**src/rtl/fm_demod_pkg.sv**
```systemverilog
// Shared phase/magnitude types for the FM demodulation chain.
// phase_diff() gives the wrapped signed difference between two full-turn angles.
package fm_demod_pkg;

    localparam int PHASE_W = 32;
    localparam int MAG_W   = 32;

    typedef logic        [PHASE_W-1:0] phase_t;
    typedef logic signed [PHASE_W-1:0] dphase_t;
    typedef logic        [MAG_W-1:0]   mag_t;

    // Modulo-2^32 subtraction read as signed wraps cleanly across +/-pi.
    function automatic dphase_t phase_diff(phase_t a, phase_t b);
        return dphase_t'(a - b);
    endfunction

endpackage

```
**src/rtl/axis_out_reg.sv**
```systemverilog
// Single-entry AXI-Stream output register with valid/ready/tlast.
// A load always wins over a drain, so load and accept together reload with no bubble.
module axis_out_reg #(
    parameter int DATA_W = 32
) (
    input  logic              aclk,
    input  logic              aresetn,
    input  logic              load,
    input  logic [DATA_W-1:0] load_data,
    input  logic              load_last,
    output logic              can_load,
    output logic              tvalid,
    input  logic              tready,
    output logic [DATA_W-1:0] tdata,
    output logic              tlast
);

    assign can_load = !tvalid || tready;

    always_ff @(posedge aclk) begin
        if (!aresetn) begin
            tvalid <= 1'b0;
            tdata  <= '0;
            tlast  <= 1'b0;
        end else if (load) begin
            tvalid <= 1'b1;
            tdata  <= load_data;
            tlast  <= load_last;
        end else if (tready) begin
            tvalid <= 1'b0;
        end
    end

endmodule

```
**src/rtl/fm_discriminator.sv**
```systemverilog
// FM discriminator: wrapped phase difference of consecutive CORDIC angles, averaged over 2^C_DECIM_LOG2.
// Optional build macro FM_SQUELCH_EN zeroes the difference of words whose magnitude is below C_SQUELCH_THRESH.
module fm_discriminator
    import fm_demod_pkg::*;
#(
    parameter int          C_S00_AXIS_TDATA_WIDTH = 64,
    parameter int          C_M00_AXIS_TDATA_WIDTH = 32,
    parameter int          C_DECIM_LOG2           = 3,
    parameter logic [31:0] C_SQUELCH_THRESH       = 32'd100
) (
    input  logic                                  s00_axis_aclk,
    input  logic                                  s00_axis_aresetn,
    input  logic                                  s00_axis_tvalid,
    output logic                                  s00_axis_tready,
    input  logic [C_S00_AXIS_TDATA_WIDTH-1:0]     s00_axis_tdata,
    input  logic                                  s00_axis_tlast,
    input  logic [C_S00_AXIS_TDATA_WIDTH/8-1:0]   s00_axis_tstrb,
    output logic                                  m00_axis_tvalid,
    input  logic                                  m00_axis_tready,
    output logic [C_M00_AXIS_TDATA_WIDTH-1:0]     m00_axis_tdata,
    output logic                                  m00_axis_tlast,
    output logic [C_M00_AXIS_TDATA_WIDTH/8-1:0]   m00_axis_tstrb
);

    localparam int ACC_W = PHASE_W + C_DECIM_LOG2;
    localparam int CNT_W = (C_DECIM_LOG2 > 0) ? C_DECIM_LOG2 : 1;
    localparam logic [CNT_W-1:0] CNT_LAST = CNT_W'((1 << C_DECIM_LOG2) - 1);

    phase_t                   angle;
    phase_t                   prev_angle;
    mag_t                     mag;
    dphase_t                  diff;
    dphase_t                  diff_eff;
    logic signed [ACC_W-1:0]  acc;
    logic signed [ACC_W-1:0]  acc_sum;
    logic [CNT_W-1:0]         cnt;
    logic                     prev_valid;
    logic                     last_sticky;
    logic                     group_last;
    logic                     accept;
    logic                     group_done;
    logic                     can_load;
    logic [C_M00_AXIS_TDATA_WIDTH-1:0] avg_word;
    logic                     unused_bits;

    assign angle = s00_axis_tdata[PHASE_W+MAG_W-1:MAG_W];
    assign mag   = s00_axis_tdata[MAG_W-1:0];
    assign diff  = phase_diff(angle, prev_angle);

`ifdef FM_SQUELCH_EN
    assign diff_eff = (mag < C_SQUELCH_THRESH) ? '0 : diff;
`else
    assign diff_eff = diff;
`endif

    assign unused_bits = ^{s00_axis_tstrb, mag, C_SQUELCH_THRESH};

    assign s00_axis_tready = s00_axis_aresetn && can_load;
    assign accept          = s00_axis_tvalid && s00_axis_tready;
    assign group_done      = accept && prev_valid && (cnt == CNT_LAST);
    assign group_last      = last_sticky | s00_axis_tlast;
    assign acc_sum         = acc + ACC_W'(diff_eff);
    // Taking bits [L+31:L] of the full-width sum is the arithmetic shift, floor-rounded.
    assign avg_word        = acc_sum[PHASE_W-1+C_DECIM_LOG2:C_DECIM_LOG2];
    assign m00_axis_tstrb  = '1;

    always_ff @(posedge s00_axis_aclk) begin
        if (!s00_axis_aresetn) begin
            prev_angle  <= '0;
            prev_valid  <= 1'b0;
            acc         <= '0;
            cnt         <= '0;
            last_sticky <= 1'b0;
        end else if (accept) begin
            prev_angle <= angle;
            prev_valid <= 1'b1;
            if (!prev_valid) begin
                last_sticky <= group_last;
            end else if (group_done) begin
                acc         <= '0;
                cnt         <= '0;
                last_sticky <= 1'b0;
            end else begin
                acc         <= acc_sum;
                cnt         <= cnt + CNT_W'(1);
                last_sticky <= group_last;
            end
        end
    end

    axis_out_reg #(
        .DATA_W (C_M00_AXIS_TDATA_WIDTH)
    ) u_out_reg (
        .aclk      (s00_axis_aclk),
        .aresetn   (s00_axis_aresetn),
        .load      (group_done),
        .load_data (avg_word),
        .load_last (group_last),
        .can_load  (can_load),
        .tvalid    (m00_axis_tvalid),
        .tready    (m00_axis_tready),
        .tdata     (m00_axis_tdata),
        .tlast     (m00_axis_tlast)
    );

endmodule

```
**config.mk**
```make
export PLATFORM = sky130hd
export DESIGN_NAME = fm_discriminator
export DESIGN_NICKNAME = d
export VERILOG_FILES = /design/src/rtl/fm_demod_pkg.sv /design/src/rtl/axis_out_reg.sv /design/src/rtl/fm_discriminator.sv
export SDC_FILE = /design/constraint.sdc
export NUM_CORES = 1
export LEC_CHECK = 0
export CORE_ASPECT_RATIO = 1.75
export CORE_MARGIN = 2
export CORE_UTILIZATION = 54
export CTS_CLUSTER_DIAMETER = 150
export DETAILED_ROUTE_END_ITERATION = 10
export PLACE_DENSITY_LB_ADDON = 0.25
export REMOVE_ABC_BUFFERS = 1
export SYNTH_ARGS = -nofsm -noshare
export SYNTH_HDL_FRONTEND = slang
export SYNTH_SLANG_ARGS = --single-unit
export TNS_END_PERCENT = 1
```
**constraint.sdc**
```tcl
create_clock -name s00_axis_aclk -period 6.2 [get_ports s00_axis_aclk]
set_input_delay 1.24 -clock s00_axis_aclk [delete_from_list [all_inputs] [get_ports s00_axis_aclk]]
set_output_delay 1.24 -clock s00_axis_aclk [all_outputs]
set_load 0.02 [all_outputs]
```
# Word level (Yosys, flattened, before mapping)
# Index checks and enable logic that the tools add are counted.
# totals
regBits	106
out_inout_bits	39
input_bits	77
elab_cells	27
# classes
n_bitwise	1
n_eq_ne	1
muxes	6
addsub	3
reduce_logical	8
# ops
cell	n
$add 35x32->35	1
$mux 35	1
$sub 32x32->32	1
$logic_and 1x1->1	4
$mux 1	4
$add 3x1->3 const B	1
$eq 3x3->1 const B	1
$mux 3	1
$reduce_and 2->1	1
$reduce_bool 2->1	1
$logic_not 1->1	1
$logic_or 1x1->1	1
$or 1x1->1	1

# Depth between registers and ports, before layout
# Gate-level depths: netlist of run 1.
# logic_depth
word_depth	8
mapped_depth	24
depth_no_buf	24

# Hierarchy
# A second synthesis of run 1 with hierarchy kept.
# unflattened
cells_unflattened	898
hier_area_um2	7388.3
# by_module_without_submodules
module	area_per_inst_um2	cells_each	seq_area_each_um2	instances
fm_discriminator	6070.8	788	1441.4	1
axis_out_reg	1317.5	110	680.7	1

# Least setup slack after synthesis of run 1
# No wires, ideal clock.
# synth_timing
kind	input -> register
from	input port s00_axis_tdata[32]
to	register acc[27]
required_time_ns	6.083
stages	22
slack_ns	1.048
n_path_buf	0
setup_ns	0.117
t_arrival_ns	5.035
path_cell_list	inv_1 -> ha_1 -> fa_1 -> nor2b_1 -> o21a_1 -> o21ai_1 -> a211oi_1 -> or2_2 -> nand2_1 -> nand2_1 -> a21oi_1 -> xnor2_1 -> ha_1 -> a2111o_1 -> a21oi_1 -> o21ai_1 -> a21boi_1 -> o211ai_1 -> a31oi_1 -> o21ai_1 -> xor2_1 -> a22o_1
# synth_via
elab_chain_cells	3
# synth_rtl
item	line_no	text
from (decl)	fm_discriminator.sv:15	input logic [C_S00_AXIS_TDATA_WIDTH-1:0] s00_axis_tdata,
$sub 32x32->32	fm_demod_pkg.sv:14	return dphase_t'(a - b);
$add 35x32->35	fm_discriminator.sv:62	assign acc_sum = acc + ACC_W'(diff_eff);
$mux 35	fm_discriminator.sv:79	end else if (group_done) begin
to (signal assigned)	fm_discriminator.sv:84	acc <= acc_sum;
to (decl)	fm_discriminator.sv:34	logic signed [ACC_W-1:0] acc;
# Every way passes these cells.
# A chain may end at the register's enable or synchronous reset.

# Worst setup path after layout of run 1
# layout_timing
from	input port s00_axis_tdata[32]
to	register acc[33]
# The elaborated chain is that of the path after synthesis.

==> summary.md, run 1 <==
| Metric | Value |
|---|---|
| Post-synthesis register bit count | 106 |
| CORE AREA | 12,900 um^2 |
| Cell variety after synth | 70 |
| CTS buffer count | 9 |
| Simple-gate share of the synthesized area | 20.3% |
| P_sw | 0.765 mW |
| Cts hold-fix bufs | 0 |
| Reg2Reg Depth | 24 |
| Hold Path Sink | acc[33] |
| Io pins | 116 |
| Max Cap Viol | 0 |
| # port buffers | 71 |
| Worst hold stages | 2 |
| Vias in the first global route | 6,270 |
| Number of fillers in the final layout | 1,241 |
| Total gr overflow | 0 |
| ANT cells | 0 |
| CP max stage delay | 0.45 ns |
| Period utilization | 93.3% |
| Slowest library cell on the worst path | clkdlybuf4s50_1 |
| Tmin final | 5.79 ns |
| Critical Path Sink Type | flop |
| Logic gate share of total power | 38.1% |
| Post-synth design cell area | 7150 um^2 |
| Worst-Margin Slew | 1.17 ns |
| Initial DRT Pass Iterations | 4 |
| Top_reg_cell synth | dfxtp_1 |
| # nets final | 1,114 |
| Yosys warnings | 0 |
| Via density | 5.62 |
| Clock Power Share | 26.6% |
| Fin. Hold Viols | 0 |
| Residual DRC | 0 |
| CP Class | in -> reg |
| Half-perimeter wire length after placement | 13,200 um |
| Post-CTS Setup Inserts | 0 |
| Max Fanout on Critical Path | 5 |
| Post-Route WL | 17,200 um |
| Skew final | 0.0133 ns |
| Fin Setup TNS | 0 ns |
| Worst hold path type | reg -> reg |
| Layout cells sized above 1 | 4.73% |
| Reg2Reg Setup Slack | 1.45 ns |
| Sequential share of power | 35.4% |
| Pint | 1.33 mW |
| Peak supply drop | 0.000160 V |
| GRT Overall Usage | 24.6% |
| Setup violators final | 0 |
| First DRT Iteration DRCs | 295 |
| Commonest non-fill, non-tap cells in the layout | nand2_1 (150), dfxtp_1 (106), clkdlybuf4s50_1 (70), o21ai_0 (69), ha_1 (68) |
| Clock sinks | 106 |
| Mux contribution to synthesized area | 0.140% |
| Maximum clock rate | 173 MHz |
| Die Y | 156 um |
| Final antenna-violating net count | 0 |
| Synthesis-to-layout area growth | 15.8% |
| # resized after CTS | 0 |
| Wire per inst | 15.0 um |
| Via count | 6,420 |
| Routability cong. | 0.970 |
| Switching share of power | 36.5% |
| # H-tree levels | 3 |
| CP Data Arrival Time | 6.03 ns |
| Starting Density | 55.2% |
| Cells after Synth | 913 |
| Largest family of logic cells by synthesized area | compound AO/OA/AOI/OAI gates |
| Register area | 2120 um^2 |
| Row Count | 55 |
| WHS | 0.458 ns |
| CP required | 6.44 ns |
| Adder-cell area share of the yosys netlist | 12.5% |
| CTS root buf | clkbuf_16 |
| Worst setup SP type | input port |
| Cell Pwr Density | 253 nW/um^2 |
| Mean post-synth cell area | 7.83 um^2 |
| RSZ-0062 raised after global routing | no |
| Slew Viols, Final | 0 |
| Slew margin rel. | 22.1% |
| First-pass GRT wire length | 28,500 um |
| Ys async rst share | 0% |
| CTS tree | done |
| Max Root-Sink Buffers | 2 |
| Compound-Gate Fraction of Synth Area | 25.3% |
| Largest net degree at the start of global routing | 88 |
| Antenna violations before repair | 1 |
| HP Start | acc[33] |
| Multi-input combinational cell area | 4680 um^2 |
| Die Wd | 91.0 um |
| Sequential fraction of the synthesis area | 29.7% |
| Status | complete, no violations |
| Worst r2r src | prev_angle[1] |
| RR Endpoint | acc[26] |
| LEAKAGE | 3.45 nW |
| Clock transition at path regs | 0.08 ns |
| Die area | 14,200 um^2 |
| Worst-Skew Late Latency | 0.35 ns |
| EDFF count, synth | 0 |
| Synth Area in XOR/XNOR | 6.99% |
| Commonest non-fill, non-tap cell in the layout | nand2_1 |
==> stage by stage <==
| step | instance area (um^2) | worst slack, ns | total power, mW | cells | util, % |
|---|---|---|---|---|---|
| detailed placement | 7980 | -0.0102 | 1.55 | 1127 | 61.7 |
| CTS | 8270 | 0.335 | 2.11 | 1143 | 63.9 |
| global placement | 7980 | 0.0210 | 1.55 | 1127 | 61.7 |
| floorplan | 6970 | 1.05 | 1.34 | 873 | - |
| global route | 8280 | 0.0809 | 2.23 | 1143 | 64.0 |
| finish | 8280 | 0.415 | 2.10 | 1143 | 64.0 |
==> flip-flops by register name (all words and copies together), names as in the netlist <==
register and cells:
acc 35, prev_angle 32, u_out_reg.tdata 32, cnt 3, last_sticky 1, prev_valid 1, u_out_reg.tlast 1, u_out_reg.tvalid 1
==> power groups by stage <==
| stage | combinational (mW) | clock (mW) | sequential [mW] |
|---|---|---|---|
| final | 0.799 | 0.557 | 0.741 |
| after global routing | 0.889 | 0.598 | 0.745 |
| after CTS | 0.800 | 0.574 | 0.741 |
| after detailed placement | 0.795 | 0 | 0.757 |
| after global placement | 0.789 | 0 | 0.756 |
| after floorplan | 0.586 | 0 | 0.750 |
==> cells in the mapped netlist (5+ instances only) <==
cell type,instances,share of area (%)
a31oi_1,5,0.44
o21ai_0,69,4.8
o21ai_1,20,1.4
clkbuf_1,29,1.5
and3_1,9,0.79
a21oi_1,65,4.6
nand3_1,25,1.8
nand2_1,150,7.9
a21o_1,29,3.0
ha_1,68,12
xor2_1,23,2.8
nand2b_1,9,0.79
nor2_1,35,1.8
a22oi_1,14,1.5
dfxtp_1,106,30
inv_1,48,2.5
or2_2,5,0.44
and2_1,14,1.2
nor2b_1,25,2.2
o21a_1,10,1.1
xnor2_1,34,4.2
o31ai_1,5,0.53
a21boi_0,17,1.8
buf_1,9,0.47
o21bai_1,7,0.74
a211oi_1,6,0.63
==> worst max-delay path, delay by kind of cell <==
kind                       cells  cell delay, ns
AOI/OAI and AO/OA             14            2.49
xor gates and xnor gates       2            0.38
buffers and inverters          2            0.49
and+or+nand+nor                4            0.46
adders and majority gates      3            0.95
==> worst max path at each step <==
| stage | startpoint | to | slack (ns) | cells after the start |
|---|---|---|---|---|
| 3_3_place_gp | s00_axis_tdata[32] | u_out_reg.tdata[31] | 0.02 | 24 |
| 4_1_cts | s00_axis_tdata[32] | acc[33] | 0.34 | 25 |
| 3_5_place_dp | s00_axis_tdata[32] | acc[33] | -0.01 | 25 |
| 2_1_floorplan | s00_axis_tdata[32] | acc[27] | 1.05 | 22 |
| 5_1_grt | s00_axis_tdata[32] | u_out_reg.tdata[31] | 0.08 | 24 |
| 6_report | s00_axis_tdata[32] | acc[33] | 0.41 | 25 |
==> routing by layer <==
layer | vias to the layer above | GRT usage, % | part of all wire, %
li1 | 3295 | - | -
met1 | 2993 | 24.5 | 37
met2 | 92 | 49.2 | 56
met3 | 40 | 2.80 | 1.8
met4 | 0 | 12.0 | 4.5
met5 | - | 0 | 0
==> layout make-up <==
cell class	instances	share of cell area (%)
multi-input combinational	719	56.5
sequential	106	25.6
timing repair buffer	83	9.62
clock buffer	10	2.77
tap	171	2.59
inverter	48	2.18
clock inverter	6	0.695
==> cell families (layout without fill, tap and decap cells) <==
group,after synthesis,count (layout)
simple gates,304,304
compound gates,283,283
flops,106,106
buf+inv,91,147
fa+ha+maj,70,70
xor+xnor,57,57
other cells,1,4
mux,1,1
Note: power is estimated with default switching activity, not from simulation.
==> run 2: changes to the inputs <==
--- a/config.mk
+++ b/config.mk
@@ -5,13 +5,14 @@
 export SDC_FILE = /design/constraint.sdc
 export NUM_CORES = 1
 export LEC_CHECK = 0
-export CORE_ASPECT_RATIO = 1.75
+export CORE_ASPECT_RATIO = 0.8
 export CORE_MARGIN = 2
 export CORE_UTILIZATION = 54
 export CTS_CLUSTER_DIAMETER = 150
 export DETAILED_ROUTE_END_ITERATION = 10
 export PLACE_DENSITY_LB_ADDON = 0.25
 export REMOVE_ABC_BUFFERS = 1
+export SETUP_SLACK_MARGIN = 0.4
 export SYNTH_ARGS = -nofsm -noshare
 export SYNTH_HDL_FRONTEND = slang
 export SYNTH_SLANG_ARGS = --single-unit
==> summary.md, run 2 (synthesis results as in run 1) <==
| Metric | Value |
|---|---|
| Status | complete, no violations |
| Routability cong. | 0.942 (-2.9%) |
| Cts hold-fix bufs | 0 (unchanged) |
| Residual DRC | 0 (unchanged) |
| CTS root buf | clkbuf_16 |
| Antenna violations before repair | 1 (unchanged) |
| CP required | 6.45 ns (about the same) |
| Max Cap Viol | 0 (unchanged) |
| Max Root-Sink Buffers | 2 (unchanged) |
| Wire per inst | 14.4 um (-4.0%) |
| Peak supply drop | 0.000145 V (-9.5%) |
| Slew margin rel. | 20.6% (-1.5 points) |
| WHS | 0.456 ns (-0.00148 ns) |
| Worst-Skew Late Latency | 0.35 ns (about the same) |
| Commonest non-fill, non-tap cell in the layout | nand2_1 |
| Row Count | 37 (-33%) |
| Vias in the first global route | 5,547 (-12%) |
| Die area | 14,200 um^2 (-0.21%) |
| Fin cells | 1,149 (+0.52%) |
| # port buffers | 71 (unchanged) |
| Fin. Hold Viols | 0 (unchanged) |
| Clock transition at path regs | 0.07 ns (about the same) |
| Via density | 5.46 (-2.8%) |
| CTS buffer count | 9 (unchanged) |
| Critical path cell sequence | clkdlybuf4s50_1, ha_1, nor2b_4, o31a_1, o21ai_0, nand2_1, a21oi_1, nor2_1, o21ai_0, nand2b_1, a21oi_1, xnor2_1, ha_1, a21o_1, a21o_1, a221o_1, o21a_1, a21oi_4, o21bai_1, a21oi_1, xor2_1, o21ai_1, and2_1 |
| Skew final | 0.00833 ns (-0.00502 ns) |
| Post-Route WL | 16,600 um (-3.5%) |
| Initial DRT Pass Iterations | 5 (+1) |
| Cell Pwr Density | 259 nW/um^2 (+2.1%) |
| GRT Overall Usage | 23.8% (-0.78 points) |
| Die Y | 107 um (-32%) |
| CP Data Arrival Time | 5.84 ns (-0.19 ns) |
| Worst setup SP type | input port |
| Worst setup margin | 0.610 ns (+0.195 ns) |
| Slew Viols, Final | 0 (unchanged) |
| Commonest non-fill, non-tap cells in the layout | nand2_1 (150), dfxtp_1 (106), clkdlybuf4s50_1 (70), o21ai_0 (66), ha_1 (65) |
| LEAKAGE | 3.47 nW (+0.72%) |
| Setup violators final | 0 (unchanged) |
| Largest net degree at the start of global routing | 88 (unchanged) |
| CP most frequent cell | a21oi_1 |
| Via count | 6,274 (-2.3%) |
| Maximum clock rate | 179 MHz (+3.5%) |
| Starting Density | 55.5% (+0.29 points) |
| RSZ-0062 raised after global routing | yes |
| Half-perimeter wire length after placement | 12,100 um (-8.6%) |
| Total gr overflow | 0 (unchanged) |
| Period utilization | 90.2% (-3.1 points) |
| Top flop regs | acc x35, prev_angle x32, u_out_reg.tdata x32 |
| # nets final | 1,116 (+0.18%) |
| Cells after DPL | 1,131 (+0.35%) |
| CTS tree | done |
| CORE AREA | 12,900 um^2 (-0.52%) |
| Worst hold path type | reg -> reg |
| Pre-CTS setup slack | 0.0368 ns (+0.0469 ns) |
| Slowest library cell on the worst path | clkdlybuf4s50_1 |
| Clock sinks | 106 (unchanged) |
| Die Wd | 133 um (+46%) |
| # H-tree levels | 3 (unchanged) |
| Util after Layout | 65.3% (+1.4 points) |
| First DRT Iteration DRCs | 446 (+51%) |
| CP max stage delay | 0.43 ns (-0.02 ns) |
| Max Fanout on Critical Path | 8 (+3) |
| Layout cells sized above 1 | 6.57% (+1.8 points) |
| Critical Path Sink Type | flop |
| Fin Setup TNS | 0 ns (unchanged) |
| Final antenna-violating net count | 0 (unchanged) |
| ANT cells | 0 (unchanged) |
| Tmin final | 5.59 ns (-0.195 ns) |
| Worst-Margin Slew | 1.19 ns (+0.0222 ns) |
| Number of fillers in the final layout | 1,182 (-4.8%) |
| Max reg flops | 35 (unchanged) |
| Io pins | 116 (unchanged) |
| Largest Register | acc |
| CP Class | in -> reg |
| Synthesis-to-layout area growth | 17.7% |
| First-pass GRT wire length | 27,600 um (-3.1%) |
==> run 2: layer usage <==
metal / track usage, % / vias up / wire length [um]
met4: 5.07 / 0 / 136
met1: 36.8 / 2806 / 8950
met3: 3.83 / 13 / 900
li1: - / 3312 / -
met5: 0 / - / 0
met2: 34.7 / 143 / 6560
==> run 2: power breakdown <==
group	internal, mW	switching [mW]
Combinational	0.345	0.487
Clock	0.329	0.272
Sequential	0.718	0.0232
Total	1.39	0.782
==> run 2: final timing paths <==
kind,startpoint,endpoint,slack (ns),depth (start not counted)
worst max register to register,prev_angle[1],u_out_reg.tdata[23],1.51,23
worst min-delay path,prev_angle[20],prev_angle[20],0.46,2
worst min register to register,prev_angle[20],prev_angle[20],0.46,2
worst max-delay path,s00_axis_tdata[33],u_out_reg.tdata[23],0.61,23
==> run 2: cell type report <==
cell class              instances  area, um^2  share of cell area, %
multi-input cells             719        4760                   56.7
repair buffers                 85         811                   9.64
clock buffers                  10         239                   2.84
clock inverters                 6        72.6                  0.863
flip-flops and latches        106        2120                   25.2
inverters                      48         180                   2.14
well taps                     175         219                   2.60
==> run 2: through the flow <==
stage,total power [mW],cell area [um^2]
after CTS,2.14,8310
after detailed placement,1.54,7990
final,2.17,8410
after global placement,1.53,7990
after global routing,2.31,8410
after floorplan,1.34,6970
==> run 2: critical path: cells and delay by family <==
kind | cells | cell delay, ns
and+or+nand+nor | 5 | 0.53
xor gates and xnor gates | 2 | 0.45
buffers and inverters | 1 | 0.43
AOI/OAI and AO/OA | 13 | 2.52
adders and majority gates | 2 | 0.65
==> run 2: timing repair <==
action                                  CTS  global route
pin swaps                                 0            10
gates cloned                              0             0
gates resized for setup                   1            23
endpoints found under the hold margin     0             0
setup buffers                             0             2
endpoints found under the setup margin    2            21
